**src/rtl/rename_pkg.sv**
```systemverilog
// Shared types for the rename-stage free-list controller.
package rename_pkg;
   localparam int PREG_W = 7;
   typedef logic [PREG_W-1:0] preg_t;
   typedef enum logic [1:0] {RUN, FLUSH, DRAIN} alloc_state_t;
endpackage

```
**src/rtl/rename_alloc_ctrl_release_fifo.sv**
```systemverilog
// Release queue: two writes per cycle (port 0 lands first), one read.
module release_fifo
   import rename_pkg::*;
#(
   parameter int  DEPTH = 4,
   parameter type T     = preg_t
) (
   input  logic                       clk,
   input  logic                       rst,
   input  logic                       wr0_en,
   input  T                           wr0_data,
   input  logic                       wr1_en,
   input  T                           wr1_data,
   input  logic                       rd_en,
   output T                           head,
   output logic                       empty,
   output logic [$clog2(DEPTH+1)-1:0] free_cnt
);
   localparam int AW = $clog2(DEPTH);
   localparam int CW = $clog2(DEPTH+1);

   T               mem_q [DEPTH];
   logic [AW-1:0]  wr_ptr_q, wr_ptr_d, rd_ptr_q, rd_ptr_d;
   logic [AW-1:0]  wa0, wa1;
   logic [CW-1:0]  cnt_q, cnt_d;

   always_comb begin
      wa0      = wr_ptr_q;
      wa1      = wr0_en ? wr_ptr_q + 1'b1 : wr_ptr_q;
      wr_ptr_d = wr_ptr_q + AW'(wr0_en) + AW'(wr1_en);
      rd_ptr_d = rd_ptr_q + AW'(rd_en);
      cnt_d    = cnt_q + CW'(wr0_en) + CW'(wr1_en) - CW'(rd_en);
   end

   always_ff @(posedge clk) begin
      if (rst) begin
         wr_ptr_q <= '0;
         rd_ptr_q <= '0;
         cnt_q    <= '0;
      end else begin
         wr_ptr_q <= wr_ptr_d;
         rd_ptr_q <= rd_ptr_d;
         cnt_q    <= cnt_d;
      end
   end

   // Payload needs no reset; occupancy alone decides validity.
   always_ff @(posedge clk) begin
      if (wr0_en) mem_q[wa0] <= wr0_data;
      if (wr1_en) mem_q[wa1] <= wr1_data;
   end

   assign head     = mem_q[rd_ptr_q];
   assign empty    = (cnt_q == '0);
   assign free_cnt = CW'(DEPTH) - cnt_q;
endmodule

```
**src/rtl/rename_alloc_ctrl.sv**
```systemverilog
// Free-list sequencer: round-robin pop arbitration, release merging and recovery blocking.
// state | meaning
// RUN   | normal operation, grants allowed
// FLUSH | recovery in progress, squash-walk returning tags
// DRAIN | walk done, waiting for release queue to empty
module rename_alloc_ctrl
   import rename_pkg::*;
#(
   parameter int NUM_REQ    = 2,
   parameter int RELQ_DEPTH = 4
) (
   input  logic               clk,
   input  logic               rst,
   input  logic [NUM_REQ-1:0] alloc_req,
   output logic [NUM_REQ-1:0] alloc_gnt,
   output preg_t              alloc_preg,
   input  logic               commit_valid,
   input  preg_t              commit_preg,
   output logic               commit_ready,
   input  logic               squash_valid,
   input  preg_t              squash_preg,
   output logic               squash_ready,
   input  logic               flush_start,
   input  logic               flush_done,
   output logic               alloc_blocked,
   output logic               fl_pop,
   input  logic               fl_pop_ok,
   input  preg_t              fl_phy_rd,
   output logic               fl_push,
   output preg_t              fl_push_rd
);
   localparam int RRW = (NUM_REQ > 1) ? $clog2(NUM_REQ) : 1;
   localparam int CW  = $clog2(RELQ_DEPTH+1);

   alloc_state_t   state_q, state_d;
   logic [RRW-1:0] rr_ptr_q, rr_ptr_d;
   logic [CW-1:0]  free_cnt, free_after;
   logic           rq_empty, push_priority, grant_ok, found, sq_en, cm_en, drain_done;
   preg_t          rq_head;
   int             idx;

   assign push_priority = (free_cnt == '0) || (state_q != RUN);
   assign grant_ok      = !rst && (state_q == RUN) && fl_pop_ok && (|alloc_req) && !push_priority;

   always_comb begin
      alloc_gnt = '0;
      found     = 1'b0;
      idx       = 0;
      rr_ptr_d  = rr_ptr_q;
      if (grant_ok) begin
         for (int i = 0; i < NUM_REQ; i++) begin
            idx = (int'(rr_ptr_q) + i) % NUM_REQ;
            if (!found && alloc_req[idx]) begin
               found          = 1'b1;
               alloc_gnt[idx] = 1'b1;
               rr_ptr_d       = RRW'((idx + 1) % NUM_REQ);
            end
         end
      end
   end

   assign fl_pop     = |alloc_gnt;
   assign alloc_preg = fl_phy_rd;
   assign fl_push    = !rst && !rq_empty && !fl_pop;
   assign fl_push_rd = rq_head;

   // Space freed by this cycle's dequeue is usable by this cycle's enqueue.
   assign free_after   = free_cnt + CW'(fl_push);
   assign squash_ready = !rst && (free_after >= CW'(1));
   assign commit_ready = !rst && (squash_valid ? (free_after >= CW'(2)) : (free_after >= CW'(1)));
   assign sq_en        = squash_valid && squash_ready;
   assign cm_en        = commit_valid && commit_ready;
   assign drain_done   = (free_after == CW'(RELQ_DEPTH)) && !sq_en && !cm_en;

   release_fifo #(.DEPTH(RELQ_DEPTH), .T(preg_t)) u_relq (
      .clk      (clk),
      .rst      (rst),
      .wr0_en   (sq_en),
      .wr0_data (squash_preg),
      .wr1_en   (cm_en),
      .wr1_data (commit_preg),
      .rd_en    (fl_push),
      .head     (rq_head),
      .empty    (rq_empty),
      .free_cnt (free_cnt)
   );

   always_comb begin
      state_d = state_q;
      unique case (state_q)
         RUN:   if (flush_start) state_d = flush_done ? DRAIN : FLUSH;
         FLUSH: if (flush_done)  state_d = DRAIN;
         DRAIN: begin
            if (flush_start)     state_d = flush_done ? DRAIN : FLUSH;
            else if (drain_done) state_d = RUN;
         end
         default: state_d = RUN;
      endcase
   end

   assign alloc_blocked = (state_q != RUN);

   always_ff @(posedge clk) begin
      if (rst) begin
         state_q  <= RUN;
         rr_ptr_q <= '0;
      end else begin
         state_q  <= state_d;
         rr_ptr_q <= rr_ptr_d;
      end
   end
endmodule

```
**config.mk**
```make
export PLATFORM = sky130hd
export DESIGN_NAME = rename_alloc_ctrl
export DESIGN_NICKNAME = d
export VERILOG_FILES = /design/src/rtl/rename_pkg.sv /design/src/rtl/rename_alloc_ctrl_release_fifo.sv /design/src/rtl/rename_alloc_ctrl.sv
export SDC_FILE = /design/constraint.sdc
export NUM_CORES = 1
export LEC_CHECK = 0
export CAP_MARGIN = 20
export CORE_AREA = 2 2 83 77
export CTS_BUF_LIST = sky130_fd_sc_hd__clkbuf_8
export CTS_CLUSTER_DIAMETER = 40
export CTS_CLUSTER_SIZE = 8
export DETAILED_ROUTE_END_ITERATION = 16
export DIE_AREA = 0 0 85 79
export DONT_BUFFER_PORTS = 1
export GPL_TIMING_DRIVEN = 0
export SYNTH_ARGS = -nofsm -noshare
export SYNTH_HDL_FRONTEND = slang
export SYNTH_SLANG_ARGS = --single-unit
```
**constraint.sdc**
```tcl
create_clock -name clk -period 3.6 [get_ports clk]
set_input_delay 0.36 -clock clk [delete_from_list [all_inputs] [get_ports clk]]
set_output_delay 0.36 -clock clk [all_outputs]
set_load 0.01 [all_outputs]
```
==> results of run 1 <==
[worst max-delay path by stage]
| stage | from | to |
|---|---|---|
| 2_1_floorplan | u_relq.cnt_q[0] | u_relq.cnt_q[1] |
| 4_1_cts | u_relq.cnt_q[0] | u_relq.cnt_q[1] |
| 6_report | u_relq.cnt_q[0] | u_relq.cnt_q[1] |
| 3_5_place_dp | u_relq.cnt_q[0] | u_relq.cnt_q[1] |
| 3_3_place_gp | u_relq.cnt_q[0] | u_relq.cnt_q[1] |
| 5_1_grt | u_relq.cnt_q[0] | u_relq.cnt_q[1] |
[sequential cells by signal, summed over array words and instances, names as in the netlist]
signal,count
u_relq.mem_q,28
u_relq.cnt_q,3
state_q,2
u_relq.rd_ptr_q,2
u_relq.wa0,2
rr_ptr_q,1
[power groups by stage]
stage               registers, uW  clock network [uW]  logic (uW)
floorplan                     635                   0         692
global placement              643                   0         806
detailed placement            649                   0         835
CTS                           639                 447        1010
global route                  650                 466        1130
finish                        641                 437        1050
[layout by cell type (no fill, tap or decap), types with 5 or more instances in the layout]
cell type and instances:
buf_4 19, buf_6 5, clkbuf_8 5, dfxtp_1 8, edfxtp_1 28, ha_1 7
inv_1 7, mux2_2 8, mux2_4 21, mux4_2 7, nor2_1 8, nor2b_1 6
[routing by layer]
metal	GRT usage	part of all wire	vias to the layer above
li1	-	-	647
met1	0.171	0.41	681
met2	0.254	0.51	48
met3	0.0447	0.066	9
met4	0.0508	0.017	0
met5	0	0	-
[stage by stage]
| step | worst slack (ps) | total power [uW] | TNS, ps |
|---|---|---|---|
| 6_report | -81.9 | 2130 | -120 |
| 4_1_cts | -170 | 2100 | -295 |
| 3_5_place_dp | -467 | 1480 | -12900 |
| 3_3_place_gp | -391 | 1450 | -12140 |
| 2_1_floorplan | -102 | 1330 | -177 |
| 5_1_grt | -270 | 2250 | -970 |
[cell type report]
type                    instances  share of cell area
clock inverters                 3              0.0237
well taps                      72              0.0310
plain buffers                  11              0.0259
multi-input cells             101               0.460
clock buffers                   5              0.0237
inverters                      10              0.0147
repair buffers                 18              0.0604
flip-flops and latches         38               0.360
[Yosys cell counts, types with 2 or more instances]
library cell  number  area share
o311ai_4           2       0.023
inv_1             10       0.016
mux2_2            29        0.14
nand2_1            2      0.0033
o32ai_4            4       0.048
xnor2_1            4       0.015
a21o_2             4       0.015
nor3_1             4      0.0087
fa_1               3       0.026
mux4_2             7       0.069
clkbuf_1           3      0.0049
nor2b_1            7       0.019
ha_1              11       0.060
nor2_1             9       0.015
edfxtp_1          28        0.37
o211ai_1           3      0.0098
dfxtp_1           10       0.087
buf_4              7       0.023
[logic make-up (layout without fill, tap and decap cells)]
group | after synthesis | count (layout) | synth area share
adders and majority gates | 14 | 14 | 0.0863
AOI/OAI and AO/OA | 19 | 19 | 0.115
DFF | 38 | 38 | 0.455
muxes | 36 | 36 | 0.211
buffers and inverters | 21 | 47 | 0.0492
xor gates and xnor gates | 5 | 5 | 0.0224
and+or+nand+nor | 27 | 27 | 0.0612
[repair_timing]
item                                    CTS  global route
resized for setup                        12            27
gates cloned                              1             0
endpoints found under the hold margin     0             0
setup buffers                            18             0
pin swaps                                13             9
endpoints found under the setup margin   59            60
==> out/metrics.cfg, run 1 <==
[global_route]
grt-ovfl-total = 0
grt_pass1_vias = 1490
grt_antenna_before_repair = 0
grt_max_degree = 14
grt_pass1_wl_um = 7400
grt.total_usage = 0.146

[cells_and_area]
drive_gt1_frac = 0.538
fin_util = 0.491
instances_no_fill = 258
multi_input_area_mm2 = 0.00134
fill_cells = 485
seqCellArea_mm2 = 0.00105
fin_nets = 229
antenna_cells = 0
finish.instance_area_mm2 = 0.00290
area_growth_pct = 26.7

[placement]
dpl_cell_area_mm2 = 0.00245
place_congestion = 0.752
dp_cells = 232
portBuffers = 0
hpwl_um = 3220

[timing]
final-hold-violation-count = 0
period_share = 1.02
rsz0062_at_grt = true
timing.fmax_mhz = 272
layout_setup_ws_ps = -81.9
skew_ps = 4.47
finalCriticalPeriod_ps = 3680
drv_slew = 0
holdWs_ps = 130
max-slew-margin-rel = 0.563
worst_slew_pin_slew_ps = 656
final-setup-viol-count = 2

[hold_path]
hold_path_end = state_q[0]
hold_path.class = in -> reg
hp-start = flush_done
whs_path_depth = 1

[yosys]
synth_seq_area_share = 0.455
yosysWarnings = 0
synth_cells = 160
synth.avg_cell_area_um2 = 14.3
synth.distinct_cells = 31
async_flop_share = 0
synth_edf_count = 28
syn_area_mm2 = 0.00229
synth-main-ff-cell = edfxtp_1
syn_nets = 204
ys_ff_latch = 38

[routing]
wl_per_cell_um = 19.0
drt_iter0_markers = 60
antenna_left = 0
wl_um = 4890
vias_per_cell = 5.37
remaining_drc_errors = 0
vias = 1385
first_pass_iters = 4

[critical_path]
reg2reg_depth = 17
rrSetupSlack_ps = -80
path_max_fanout = 5
required_ps = 3820
critPathLaunchType = flop
reg2reg_to = u_relq.cnt_q[1]
worstSetupEndpointType = flop
cp.depth = 17
crit_chain = inv_4 > ha_4 > ha_4 > a2bb2oi_2 > and4b_2 > nor3_4 > ha_2 > ha_4 > xnor2_4 > nor3_2 > nor2_2 > nand2_1 > ha_1 > inv_2 > fa_2 > fa_2 > nor2b_1
critPathArrivalTime_ps = 3900
path_buf_inv = 2
crit_path_max_incr_delay_ps = 530
critPathSlowestCell = fa_2
critical_path.reg2reg.startpoint = u_relq.cnt_q[0]
crit_type = reg -> reg
cp_common_cell = ha_4
critPathTopFamily = adder cells

[pwr]
power.leakage_uw = 0.00104
seqPwrFrac = 0.302
combPwrFrac = 0.493
p_per_area_mw_per_mm2 = 733
switchingPower_uw = 727
swShare = 0.342
p_int_uw = 1400
p_clk_frac = 0.206
ir_drop_mv = 0.372

[clock_network]
cts_hold_buffers = 0
cts_buffers = 5
clk-insertion-delay-late_ps = 290
clock-sinks = 38
path_clk_slew_ps = 80
h-tree-depth = 2
cts_tree = yes
clockBufferDepth = 2
cts_root_buf = clkbuf_8

[outcome]
failed_checks = negative setup slack
status = complete, but fails checks

[floorplan]
die_y_um = 79
io_pins = 51
placementRows = 27
core_area_mm2 = 0.00591
fp.dieW_um = 85
die-area_mm2 = 0.00672
initial_core_util = 0.387

[job]
cap_violations = 0

Note: power is estimated with default switching activity, not from simulation.
==> inputs of run 2 (changes only) <==
Settings changed: CORE_AREA 2 2 83 77 to 5 5 86 80, DIE_AREA 0 0 85 79 to 0 0 91 85, PLACE_DENSITY_LB_ADDON set to 0.05, SKIP_LAST_GASP set to 1.
==> run 2 against run 1 <==
Against the previous run:
- first-iteration DRC count increased by 8.3%
- count of clock-buffer cells in the layout unchanged
- die area is 15% higher
- total power decreased by 3.2%
- combinational power barely moved
- cell count shrank 1.2%
- non-clock buffer count is 3 lower
- clock power down 20%
- critical path depth is the same
- the flow still finishes with violations (negative setup slack)
==> out/metrics.cfg, run 2 (synthesis gave the netlist of run 1 again) <==
[pwr]
swShare = 0.351  ; was 0.342
p_per_area_mw_per_mm2 = 710  ; was 733 mW/mm2
ir_drop_mv = 0.248  ; was 0.372 mV
switchingPower_uw = 722  ; was 727 uW
p_clk_frac = 0.170  ; was 0.206
power.leakage_uw = 0.00105  ; was 0.00104 uW
combPwrFrac = 0.520  ; was 0.493
seqPwrFrac = 0.310  ; was 0.302
p_int_uw = 1330  ; was 1400 uW

[outcome]
status = complete, but fails checks  ; unchanged
failed_checks = negative setup slack  ; unchanged

[timing]
holdWs_ps = 134  ; was 130 ps
drv_slew = 0  ; unchanged
worst_slew_pin_slew_ps = 673  ; was 656 ps
rsz0062_at_grt = true  ; unchanged
period_share = 1.04  ; was 1.02
skew_ps = 4.86  ; was 4.47 ps
max-slew-margin-rel = 0.551  ; was 0.563
final-setup-viol-count = 2  ; unchanged
finalCriticalPeriod_ps = 3750  ; was 3680 ps
layout_setup_ws_ps = -155  ; was -81.9 ps
final-hold-violation-count = 0  ; unchanged
timing.fmax_mhz = 266  ; was 272 MHz

[hold_path]
hold_path.class = in -> reg  ; unchanged
whs_path_depth = 1  ; unchanged
hold_path_end = u_relq.rd_ptr_q[0]  ; was state_q[0]
hp-start = rst  ; was flush_done

[critical_path]
rrSetupSlack_ps = -150  ; was -80 ps
reg2reg_to = u_relq.cnt_q[1]  ; unchanged
critical_path.reg2reg.startpoint = u_relq.cnt_q[1]  ; was u_relq.cnt_q[0]
crit_type = reg -> reg  ; unchanged
critPathSlowestCell = fa_2  ; unchanged
critPathArrivalTime_ps = 3980  ; was 3900 ps
crit_path_max_incr_delay_ps = 520  ; was 530 ps
cp_common_cell = ha_4  ; unchanged
worstSetupEndpointType = flop  ; unchanged
required_ps = 3820  ; about the same
reg2reg_depth = 17  ; unchanged
path_buf_inv = 2  ; unchanged
crit_chain = inv_4 > ha_4 > ha_4 > a2bb2oi_2 > and4b_2 > nor3_4 > ha_2 > ha_4 > xnor2_4 > nor3_2 > nor2_2 > nand2_1 > ha_1 > inv_2 > fa_2 > fa_2 > nor2b_1  ; unchanged
path_max_fanout = 5  ; unchanged
setup.worst_path.start = u_relq.cnt_q[1]  ; was u_relq.cnt_q[0]
critPathTopFamily = adder cells  ; unchanged
critPathLaunchType = flop  ; unchanged

[routing]
drt_iter0_markers = 65  ; was 60
first_pass_iters = 4  ; unchanged
wl_um = 5070  ; was 4890 um
vias = 1384  ; was 1385
remaining_drc_errors = 0  ; unchanged
antenna_left = 0  ; unchanged
wl_per_cell_um = 19.9  ; was 19.0 um
vias_per_cell = 5.43  ; was 5.37

[clock_network]
path_clk_slew_ps = 80  ; about the same
cts_hold_buffers = 0  ; unchanged
cts_root_buf = clkbuf_8  ; unchanged
clock-sinks = 38  ; unchanged
clk-insertion-delay-late_ps = 290  ; about the same
cts_buffers = 5  ; unchanged
h-tree-depth = 2  ; unchanged
cts_tree = yes  ; unchanged
clockBufferDepth = 2  ; unchanged

[cells_and_area]
top_regs = u_relq.mem_q x28, u_relq.cnt_q x3  ; unchanged
fin_nets = 226  ; was 229
largest_register_ffs = 28  ; unchanged
layout_common_cells = 28 x mux2_4, 28 x edfxtp_1, 17 x buf_4, 9 x inv_1  ; was 28 x edfxtp_1, 21 x mux2_4, 19 x buf_4
area_growth_pct = 26.5  ; was 26.7%
regMostFlops = u_relq.mem_q  ; unchanged
antenna_cells = 0  ; unchanged
drive_gt1_frac = 0.519  ; was 0.538

[placement]
place_congestion = 0.691  ; was 0.752
hpwl_um = 3390  ; was 3220 um
portBuffers = 0  ; unchanged
place_ws_ps = -521  ; was -467 ps

[floorplan]
core_area_mm2 = 0.00591  ; unchanged
fp.dieW_um = 91  ; was 85 um
placementRows = 27  ; unchanged
die_y_um = 85  ; was 79 um
io_pins = 51  ; unchanged
die-area_mm2 = 0.00774  ; was 0.00672 mm2
initial_core_util = 0.387  ; unchanged

[global_route]
grt_antenna_before_repair = 0  ; unchanged
grt.total_usage = 0.135  ; was 0.146
grt-ovfl-total = 0  ; unchanged
grt_max_degree = 12  ; was 14
grt_pass1_wl_um = 8080  ; was 7400 um
grt_pass1_vias = 1539  ; was 1490

[job]
cap_violations = 0  ; unchanged

==> run 2: cell count changes in the layout (fill, tap and decap cells not counted), sizes merged <==
cell,before,now
buf,26,23
inv,10,12
bufinv,2,1
clkinv,1,0
==> run 2: worst reg2reg max path: cells and delay by family (launching register included) <==
family	cells	cell delay, ps
DFF	1	370
and+or+nand+nor	6	1050
xor gates and xnor gates	1	120
AOI/OAI and AO/OA	1	60
buffers and inverters	2	80
adders and majority gates	7	2010
==> run 2: power groups by stage <==
stage / clock network (uW) / logic [uW] / registers (uW)
5_1_grt: 381 / 1160 / 649
3_3_place_gp: 0 / 826 / 645
6_report: 350 / 1070 / 638
3_5_place_dp: 0 / 841 / 649
2_1_floorplan: 0 / 692 / 635
4_1_cts: 362 / 1050 / 638
==> run 2: cell type report <==
cell class,instances,area [um2]
fillers,495,3020
multi-input cells,101,1370
flip-flops and latches,38,1050
repair buffers,15,166
well taps,72,90.1
plain buffers,11,78.8
clock buffers,5,68.8
inverters,10,40.0
clock inverters,3,37.5
==> run 2: what timing repair did <==
item / CTS / global route
endpoints found under the setup margin: 59 / 60
gates resized for setup: 42 / 2
endpoints found under the hold margin: 0 / 0
buffers inserted: 13 / 2
pin swaps: 18 / 14
==> run 2: worst max path at each step <==
stage | to | slack [ps] | depth (start not counted)
floorplan | u_relq.cnt_q[1] | -100 | 17
global placement | u_relq.cnt_q[1] | -420 | 17
detailed placement | u_relq.cnt_q[1] | -520 | 17
CTS | u_relq.cnt_q[1] | -290 | 17
global route | u_relq.cnt_q[1] | -340 | 17
finish | u_relq.cnt_q[1] | -150 | 17
==> run 2: per-stage QoR <==
stage                     cells  area (um2)   util  setup TNS [ps]  total power (uW)
after floorplan             160        2360      -            -177              1330
after global placement      232        2450  0.415          -15840              1470
after detailed placement    232        2450  0.415          -16470              1490
after CTS                   253        2870  0.486           -1530              2050
after global routing        255        2900  0.490           -1630              2190
final                       255        2900  0.490            -299              2060
==> run 2: metal layers <==
metal	up-vias	GRT usage	routed length, um
met5	-	0	0
met4	0	0.0360	57
met3	7	0.0443	311
met2	40	0.230	2550
met1	697	0.163	2150
li1	640	-	-
